--- src/rtl/instruction_fetch.sv ---
// rtl/instruction_fetch.sv - fetch PC, settle-wait memory read, {PC, word} buffer toward decode
module instruction_fetch #(
    parameter int          WAIT_CYCLES = 2,
    parameter int          FIFO_DEPTH  = 2,
    parameter logic [63:0] RESET_PC    = 64'h0
) (
    input  logic        CLK,
    input  logic        Reset,
    output logic [63:0] IMemAddress,
    input  logic [31:0] IMemData,
    output logic        InstrValid,
    input  logic        InstrReady,
    output logic [31:0] Instr,
    output logic [63:0] InstrPC,
    input  logic        Redirect,
    input  logic [63:0] RedirectPC
);

    localparam int             PTR_W     = (FIFO_DEPTH > 1) ? $clog2(FIFO_DEPTH) : 1;
    localparam logic [3:0]     WAIT_LAST = 4'(WAIT_CYCLES);
    localparam logic [PTR_W:0] DEPTH_C   = (PTR_W + 1)'(FIFO_DEPTH);

    typedef enum logic {S_WAIT, S_HOLD} state_t;

    state_t           state_q, state_d;
    logic [3:0]       cnt_q, cnt_d;
    logic [63:0]      fetch_pc_q, fetch_pc_d;
    logic [PTR_W-1:0] rd_ptr_q, rd_ptr_d;
    logic [PTR_W-1:0] wr_ptr_q, wr_ptr_d;
    logic [PTR_W:0]   count_q, count_d;

    logic [63:0]      pc_mem   [FIFO_DEPTH];
    logic [31:0]      word_mem [FIFO_DEPTH];

    logic             pop_req;
    logic             push_ok;
    logic             push;
    logic             pop;

    assign IMemAddress = fetch_pc_q;
    assign InstrValid  = (count_q != '0);
    assign Instr       = InstrValid ? word_mem[rd_ptr_q] : 32'h0;
    assign InstrPC     = InstrValid ? pc_mem[rd_ptr_q]   : 64'h0;

    // A full buffer still accepts a push when its head leaves in the same cycle.
    assign pop_req = InstrValid && InstrReady;
    assign push_ok = (count_q != DEPTH_C) || pop_req;
    assign pop     = pop_req && !Redirect;

    always_comb begin
        state_d    = state_q;
        cnt_d      = cnt_q;
        fetch_pc_d = fetch_pc_q;
        push       = 1'b0;
        if (Redirect) begin
            fetch_pc_d = RedirectPC & ~64'h3;
            cnt_d      = 4'd0;
            state_d    = S_WAIT;
        end else begin
            case (state_q)
                S_WAIT: begin
                    if (cnt_q < WAIT_LAST) begin
                        cnt_d = cnt_q + 4'd1;
                    end else if (push_ok) begin
                        push       = 1'b1;
                        fetch_pc_d = fetch_pc_q + 64'd4;
                        cnt_d      = 4'd0;
                    end else begin
                        state_d = S_HOLD;
                    end
                end
                S_HOLD: begin
                    if (push_ok) begin
                        push       = 1'b1;
                        fetch_pc_d = fetch_pc_q + 64'd4;
                        cnt_d      = 4'd0;
                        state_d    = S_WAIT;
                    end
                end
                default: state_d = S_WAIT;
            endcase
        end
    end

    always_comb begin
        rd_ptr_d = rd_ptr_q;
        wr_ptr_d = wr_ptr_q;
        count_d  = count_q;
        if (Redirect) begin
            rd_ptr_d = '0;
            wr_ptr_d = '0;
            count_d  = '0;
        end else begin
            if (push) wr_ptr_d = wr_ptr_q + PTR_W'(1);
            if (pop)  rd_ptr_d = rd_ptr_q + PTR_W'(1);
            if (push && !pop)      count_d = count_q + (PTR_W + 1)'(1);
            else if (pop && !push) count_d = count_q - (PTR_W + 1)'(1);
        end
    end

    always_ff @(posedge CLK or posedge Reset) begin
        if (Reset) begin
            state_q    <= S_WAIT;
            cnt_q      <= 4'd0;
            fetch_pc_q <= RESET_PC;
            rd_ptr_q   <= '0;
            wr_ptr_q   <= '0;
            count_q    <= '0;
        end else begin
            state_q    <= state_d;
            cnt_q      <= cnt_d;
            fetch_pc_q <= fetch_pc_d;
            rd_ptr_q   <= rd_ptr_d;
            wr_ptr_q   <= wr_ptr_d;
            count_q    <= count_d;
        end
    end

    // Entry storage needs no reset: count_q gates every read of it.
    always_ff @(posedge CLK) begin
        if (push) begin
            pc_mem[wr_ptr_q]   <= fetch_pc_q;
            word_mem[wr_ptr_q] <= IMemData;
        end
    end

endmodule

--- config.mk ---
export PLATFORM = sky130hd
export DESIGN_NAME = instruction_fetch
export DESIGN_NICKNAME = d
export VERILOG_FILES = /design/src/rtl/instruction_fetch.sv
export SDC_FILE = /design/constraint.sdc
export NUM_CORES = 1
export LEC_CHECK = 0
export CORE_ASPECT_RATIO = 0.75
export CORE_UTILIZATION = 40
export CTS_CLUSTER_SIZE = 12
export DETAILED_ROUTE_END_ITERATION = 16
export HOLD_SLACK_MARGIN = 0.05
export PLACE_DENSITY_LB_ADDON = 0.15
export SLEW_MARGIN = 20
export SYNTH_ARGS = -nofsm -noshare
export SYNTH_HDL_FRONTEND = slang
export SYNTH_SLANG_ARGS = --single-unit
--- constraint.sdc ---
create_clock -name CLK -period 12.5 [get_ports CLK]
set_clock_uncertainty 0.15 [all_clocks]
set_input_delay 3.75 -clock CLK [delete_from_list [all_inputs] [get_ports CLK]]
set_output_delay 3.75 -clock CLK [all_outputs]
set_load 0.01 [all_outputs]
# --- Yosys cells after proc, flatten, opt, wreduce, memory -nomap -nowiden ---
# Memories as Yosys holds them, arrays and structs flattened.
# Index checks and enable logic that the tools add are counted.
classes:
  n_addsub: 6
  n_mux: 27
  n_reduce_logical: 12
  eq_ne: 2
  bitwise_logic: 1
  n_lt_le_gt_ge: 1
ops:
  columns: ["op", "n"]
  rows:
  - ["$mux W64", 4]
  - ["$pmux W64 S2", 1]
  - ["$add A64 B3 Y64 const B", 1]
  - ["$mux W32", 1]
  - ["$mux W1", 12]
  - ["$mux W4", 3]
  - ["$pmux W4 S2", 1]
  - ["$mux W2", 3]
  - ["$reduce_bool A2 Y1", 3]
  - ["$add A4 B1 Y4 const B", 1]
  - ["$logic_and A1 B1 Y1", 4]
  - ["$lt A4 B2 Y1 const B", 1]
  - ["$pmux W1 S2", 2]
  - ["$logic_not A1 Y1", 3]
  - ["$ne A3 B3 Y1 const B", 1]
  - ["$reduce_bool A3 Y1", 1]
  - ["$add A1 B1 Y1 const B", 2]
  - ["$add A2 B1 Y2 const B", 1]
  - ["$ne A2 B2 Y1 const B", 1]
  - ["$sub A2 B1 Y2 const B", 1]
  - ["$logic_or A1 B1 Y1", 1]
  - ["$not A1 Y1", 1]
totals:
  out_inout_bits: 161
  elab_cells: 57
  mem_count: 2
  input_bits: 100
  ram_bits: 192
  regBits: 73
mem_list:
  columns: ["name", "words", "word_bits", "read_ports", "rd_clocked_by_memory_dff", "write_ports", "line", "source"]
  rows:
  - ["pc_mem", 2, 64, 1, 0, 1, "32", "logic [63:0] pc_mem [FIFO_DEPTH];"]
  - ["word_mem", 2, 32, 1, 0, 1, "33", "logic [31:0] word_mem [FIFO_DEPTH];"]

# --- Depth between registers and ports, before layout ---
# Gate-level depths: netlist of the first run.
logic_depth:
  ltp_word: 12
  ltp_mapped: 8
  ltp_nobuf: 5

# --- Worst setup path after synthesis of the first run ---
# Ideal clock, no wire load.
synth_timing:
  kind: "in2reg"
  from: "in Redirect"
  to: "mem pc_mem[0][10], enable pin"
  cell_stages: 3
  setup_time_ps: 777
  path_slack_ps: -1542
  t_arrival_ps: 13115
  t_required_ps: 11573
  n_path_buf: 2
  path_cell_list: "clkbuf_1 -> clkbuf_1 -> nor4_1"
synth_via:
  elab_chain_len: 3
synth_rtl:
  columns: ["element", "line", "source"]
  rows:
  - ["start, declared", "15", "input logic Redirect,"]
  - ["$mux W1", "55", "if (Redirect) begin"]
  - ["$mux W1", "121", "if (push) begin"]
  - ["$mux W1 (not written as such)", "122", "pc_mem[wr_ptr_q] <= fetch_pc_q;"]
  - ["end, declared", "32", null]
# Every way passes these cells.

# --- Worst setup path after layout of the first run ---
layout_timing:
  from: "reg rd_ptr_q"
  to: "out InstrPC[62]"
layout_via:
  elab_chain_len: 2
layout_rtl:
  columns: ["element", "line", "source"]
  rows:
  - ["start, declared", "28", "logic [PTR_W-1:0] rd_ptr_q, rd_ptr_d;"]
  - ["start signal, assigned", "113", "rd_ptr_q <= rd_ptr_d;"]
  - ["$mem_v2 Z2 W64", null, null]
  - ["$mux W64", "43", "assign InstrPC = InstrValid ? pc_mem[rd_ptr_q] : 64'h0;"]
  - ["end, declared", "14", "output logic [63:0] InstrPC,"]
# Every way passes these cells.

==> impl_metrics.ini, run 1 <==
[pwr]
power_frac_clock_pct = 31.0
power_switching_w = 0.000715
power_leakage_nw = 5.03
swShare_pct = 28.8
peakVddDrop_mv = 0.108
power.share.combinational_pct = 24.0
pwr-share-seq_pct = 45.0
internal_power_w = 0.00177
powerDensity_mw_per_mm2 = 165

[routing]
drc_errors = 0
detail-route-antenna-nets = 0
viasPerCell = 5.23
drt-initial-drc-count = 455
via_count = 8109
routed_wl_um = 30100
first_pass_iters = 5
wl_per_cell_um = 19.4

[sta]
grt_setup_unrepaired = false
finalCritPeriodShare_pct = 57.7
clock.fmax_mhz = 139
maxSlewViolCount = 0
setup-violations-final = 0
whs_ps = 389
hold_violations = 0
relSlewSlack_pct = 28.0
tns_ps = 0
tightest_slew_ps = 1080
finalCriticalPeriod_ps = 7220

[floorplanning]
die-area_mm2 = 0.0289
die_w_um = 196
dieHeight_um = 148
io_pins = 261
rows = 52
core_mm2 = 0.0274
start_util_pct = 41.3

[cells_and_area]
post-route-util_pct = 55.0
drive_gt1_share_pct = 5.81
final_cell_mix = 253 x clkdlybuf4s50_1, 188 x edfxtp_1, 151 x nor2_1
nNetsFinal = 1252
syn_to_final_growth_pct = 33.3
mostFrequentLayoutCell = clkdlybuf4s50_1

[placed_design]
port_buffers = 254
place.gp.congestion = 0.811
dp_hpwl_um = 19800

[critical_path]
critPathCaptureType = output pin
slowest_delay_ps = 1110
worstPathMaxFanout = 59
cp_cell_sequence = buf_4 > mux2i_1 > nor2_1 > clkdlybuf4s50_1
cp-start-kind = register
required_ps = 8600
arrival_ps = 3320
slowest_stage = dfrtp_4
worstSetupPathType = reg2out

[synthesis]
async_flop_share_pct = 27.4
synth_seq_cells = 259
synth_edf_count = 188
synthFlopType = edfxtp_1
synth_xor_area_share_pct = 2.09
synth_compound_area_share_pct = 5.68
synth-adder-area-share_pct = 0.221
synth_top_family_by_area = simple AND/OR/NAND/NOR gates
syn_area_per_cell_um2 = 12.5
netlist-cell-type-count = 46
ys_seq_area_share_pct = 65.6
yosys_warnings = 0
synthCells = 908
synthMuxAreaShare_pct = 8.51
syn_area_mm2 = 0.0113
yosys.area_share.simple_pct = 15.3

[global_routing]
antenna_found_initial = 0
grt_overflow = 0
grt_max_degree = 72
first_global_vias = 7839
grtUsageTotal_pct = 20.9
grt_pass1_wl_um = 46700

[clock_tree]
numCtsBuffers = 27
hold_buffers = 0
path_clk_slew_ps = 60
cts_max_level = 1
post_cts_buffers = 0
cts_buffer_depth = 3
worst_skew_pair.late_latency_ps = 550
root_buffer = clkbuf_16
post_cts_resized = 0
clock_sinks = 259
cts_tree = done

[status]
status = finished, final reports clean

[job]
maxCapViolCount = 0

[hold_path]
hold_path.class = reg2reg
==> per-layer routing <==
metal	up-vias	GRT usage, %	share of wire [%]
met3	43	3.90	5.7
met4	0	4.96	2.2
met2	230	30.8	43
met1	3954	31.6	49
li1	3882	-	-
met5	-	0	0
==> stage by stage <==
| stage | setup WS (ps) | instance area, µm² | cells | total power [W] |
|---|---|---|---|---|
| 3_5_place_dp | 4680 | 14200 | 1498 | 0.00174 |
| 5_1_grt | 5080 | 15100 | 1549 | 0.00260 |
| 6_report | 5280 | 15100 | 1550 | 0.00248 |
| 3_3_place_gp | 4840 | 14200 | 1498 | 0.00174 |
| 4_1_cts | 5150 | 15100 | 1548 | 0.00252 |
| 2_1_floorplan | 2430 | 11300 | 911 | 0.00142 |
==> power groups by stage <==
| stage | logic (W) | clock network, W | registers, W |
|---|---|---|---|
| after floorplan | 0.000310 | 0 | 0.00111 |
| after global placement | 0.000602 | 0 | 0.00113 |
| after detailed placement | 0.000605 | 0 | 0.00114 |
| after CTS | 0.000609 | 0.000788 | 0.00112 |
| after global routing | 0.000647 | 0.000821 | 0.00113 |
| final | 0.000595 | 0.000770 | 0.00112 |
==> kinds of logic after synthesis <==
| family | count (synthesis) |
|---|---|
| flops | 259 |
| mux | 96 |
| simple gates | 353 |
| fa+ha+maj | 2 |
| compound gates | 103 |
| buf+inv | 67 |
| other cells | 1 |
| xor+xnor | 27 |
==> registers in the layout (all words and copies together) (netlist names) <==
name / count
cnt_q: 4
pc_mem: 124
wr_ptr_q: 1
word_mem: 64
IMemAddress: 62
state_q: 1
rd_ptr_q: 1
count_q: 2
==> critical path, delay by kind of cell (launching register included) <==
family,cells,cell delay (ps)
and+or+nand+nor,1,170
muxes,1,160
buffers and inverters,2,1300
DFF,1,1110
==> area by class of cell <==
cell class / instances / area [µm²]
Multi-Input combinational cell: 585 / 3650
Inverter: 12 / 46.3
Clock inverter: 4 / 35.0
Fill cell: 2326 / 12300
Timing Repair Buffer: 265 / 2620
Sequential cell: 259 / 7430
Tap cell: 378 / 473
Clock buffer: 46 / 817
Antenna cell: 1 / 2.50
==> Yosys cell counts, types with 2 or more instances <==
cell       count  area, µm²
edfxtp_1     188       5650
nor2_1       152        571
mux2i_1       95        951
dfrtp_1       71       1780
nand2_1       55        206
clkbuf_1      40        150
o21ai_0       38        190
a31oi_1       34        213
nand4_1       30        188
nand3_1       24        120
xor2_1        20        175
or4_1         18        135
o31ai_1       15        113
or3_1         15       93.8
and3_1        12       75.1
inv_1         11       41.3
nor3_1        10       50.1
and2_1         7       43.8
buf_1          7       26.3
o41ai_1        7       61.3
xnor2_1        7       61.3
nor4_1         6       37.5
and4_1         5       43.8
nand4b_1       5       43.8
a22oi_1        4       30.0
buf_4          4       30.0
or2_2          3       18.8
a21oi_1        2       10.0
buf_2          2       10.0
buf_6          2       22.5
ha_1           2       25.0
nand4bb_1      2       22.5
nor2b_1        2       12.5
==> worst paths after layout <==
| check | start | endpoint | slack (ps) | cells after the start |
|---|---|---|---|---|
| worst max register to register | count_q[1]$_DFFE_PP0P_ | IMemAddress[52]$_DFFE_PP0P_ | 8820 | 5 |
| max in group asynchronous | Reset | rd_ptr_q$_DFFE_PP0P_ | 7780 | 3 |
| worst min register to register | IMemAddress[63]$_DFFE_PP0P_ | pc_mem[0][63]$_DFFE_PP_ | 390 | 0 |
| worst min-delay path | IMemAddress[63]$_DFFE_PP0P_ | pc_mem[0][63]$_DFFE_PP_ | 390 | 0 |
| min in group asynchronous | Reset | IMemAddress[20]$_DFFE_PP0P_ | 3670 | 3 |
| worst max-delay path | rd_ptr_q$_DFFE_PP0P_ | InstrPC[62] | 5280 | 4 |
No activity file was read; power rests on OpenSTA's default activity.
==> inputs of run 2 (changes only) <==
clock period = 7.4 ns   (was 12.5 ns; I/O delays follow)
==> run 2 against run 1 <==
  * Cell area about the same
  * Clock-buffer cell count decreased by 5
  * Critical endpoint is now Instr[17]
  * Register-to-register slack got worse by 4900 ps
  * Largest power group unchanged
  * Setup slack got worse by 3200 ps
  * Largest cell class unchanged
  * Sequential power increased by 69%
  * Via count increased by 0.65%
  * Global-route usage decreased by 0.063 points
  * Utilization about the same
==> impl_metrics.ini, run 2 (synthesis results as in run 1) <==
[global_routing]
grt_pass1_wl_um = 46400
antenna_found_initial = 2
grt_util_met3_pct = 4.54
grtUsageMet1_pct = 30.7
first_global_vias = 7887
grt_max_degree = 72
grt_overflow = 0
grt-busiest-layer = met2
grtUsageTotal_pct = 20.8
met2_usage_pct = 31.0

[status]
status = finished, final reports clean

[routing]
via_count = 8162
detail-route-antenna-nets = 0
drc_errors = 0
wl_per_cell_um = 19.6
first_pass_iters = 5
drt-initial-drc-count = 490
routed_wl_um = 30300
viasPerCell = 5.26

[sta]
relSlewSlack_pct = 26.5
hold_violations = 0
maxSlewViolCount = 0
finalCritPeriodShare_pct = 72.0
clock.fmax_mhz = 188
tightest_slew_ps = 1100
tns_ps = 0
finalCriticalPeriod_ps = 5330
setup-violations-final = 0
grt_setup_unrepaired = false

[pwr]
powerDensity_mw_per_mm2 = 278
peakVddDrop_mv = 0.164
power_leakage_nw = 5.03

[critical_path]
worstSetupPathType = reg2out
arrival_ps = 2960
required_ps = 5030
worstPathMaxFanout = 48
cp-start-kind = register
critPathCaptureType = output pin

[cells_and_area]
syn_to_final_growth_pct = 33.3
top_register = pc_mem
stdcell_area_mm2 = 0.0151
final_cell_mix = 253 x clkdlybuf4s50_1, 188 x edfxtp_1, 151 x nor2_1
drive_gt1_share_pct = 5.72
nNetsFinal = 1254
mostFrequentLayoutCell = clkdlybuf4s50_1
largest_register_ffs = 124

[placed_design]
place.gp.congestion = 0.770
post_dp_cell_area_mm2 = 0.0142
dp_hpwl_um = 19900
port_buffers = 254

[clock_tree]
cts_max_level = 1
clock_sinks = 259
worst_skew_pair.late_latency_ps = 530
cts_buffer_depth = 3
cts_tree = done
numCtsBuffers = 27
post_cts_resized = 0
post_cts_buffers = 0
hold_buffers = 0
path_clk_slew_ps = 60
root_buffer = clkbuf_16

[hold_path]
hold_path.class = reg2reg

[floorplanning]
core_mm2 = 0.0274
start_util_pct = 41.3
rows = 52
io_pins = 261
dieHeight_um = 148
die-area_mm2 = 0.0289
die_w_um = 196

[job]
maxCapViolCount = 0
[run 2: cell type report]
type	instances	area [µm²]
clock buffer	41	758
tap	378	473
antenna	1	2.50
inverter	12	46.3
sequential	259	7430
timing repair buffer	267	2650
clock inverter	8	63.8
fill	2333	12300
multi-input combinational	585	3650
[run 2: through the flow]
step | worst slack (ps) | hold WS, ps | std cells | power [W] | utilization, %
after floorplan | 1080 | 351 | 911 | 0.00239 | -
after global placement | 1830 | 365 | 1501 | 0.00294 | 52.0
after detailed placement | 1750 | 355 | 1501 | 0.00295 | 52.0
after CTS | 1990 | 381 | 1550 | 0.00423 | 55.0
after global routing | 1890 | 408 | 1551 | 0.00438 | 55.0
final | 2070 | 381 | 1551 | 0.00419 | 55.0
[run 2: path summary, 6_finish.rpt]
| kind | start | end | slack, ps | depth (start not counted) |
|---|---|---|---|---|
| worst max-delay path | rd_ptr_q$_DFFE_PP0P_ | Instr[17] | 2070 | 4 |
| worst min-delay path | IMemAddress[63]$_DFFE_PP0P_ | pc_mem[1][63]$_DFFE_PP_ | 380 | 0 |
| worst max register to register | IMemAddress[2]$_DFFE_PP0P_ | IMemAddress[52]$_DFFE_PP0P_ | 3900 | 5 |
| worst min register to register | IMemAddress[63]$_DFFE_PP0P_ | pc_mem[1][63]$_DFFE_PP_ | 380 | 0 |
| max in group asynchronous | Reset | rd_ptr_q$_DFFE_PP0P_ | 4190 | 3 |
| min in group asynchronous | Reset | IMemAddress[8]$_DFFE_PP0P_ | 2130 | 3 |
[run 2: layer usage]
metal  routed length, µm  up-vias
met5                   0        -
li1                    -     3869
met4                 629        0
met2               13000      238
met1               14700     4020
met3                2010       35
[run 2: worst max-delay path, cell delays in order (launching register included)]
cell and delay (ps):
dfrtp_4 1040, buf_4 550, mux2i_1 150, nor2_1 130
clkdlybuf4s50_1 550
[run 2: where the power goes]
part | internal [W] | switching, W | total (W)
Sequential | 0.00174 | 0.000145 | 0.00189
Clock | 0.000737 | 0.000537 | 0.00127
Combinational | 0.000505 | 0.000520 | 0.00102
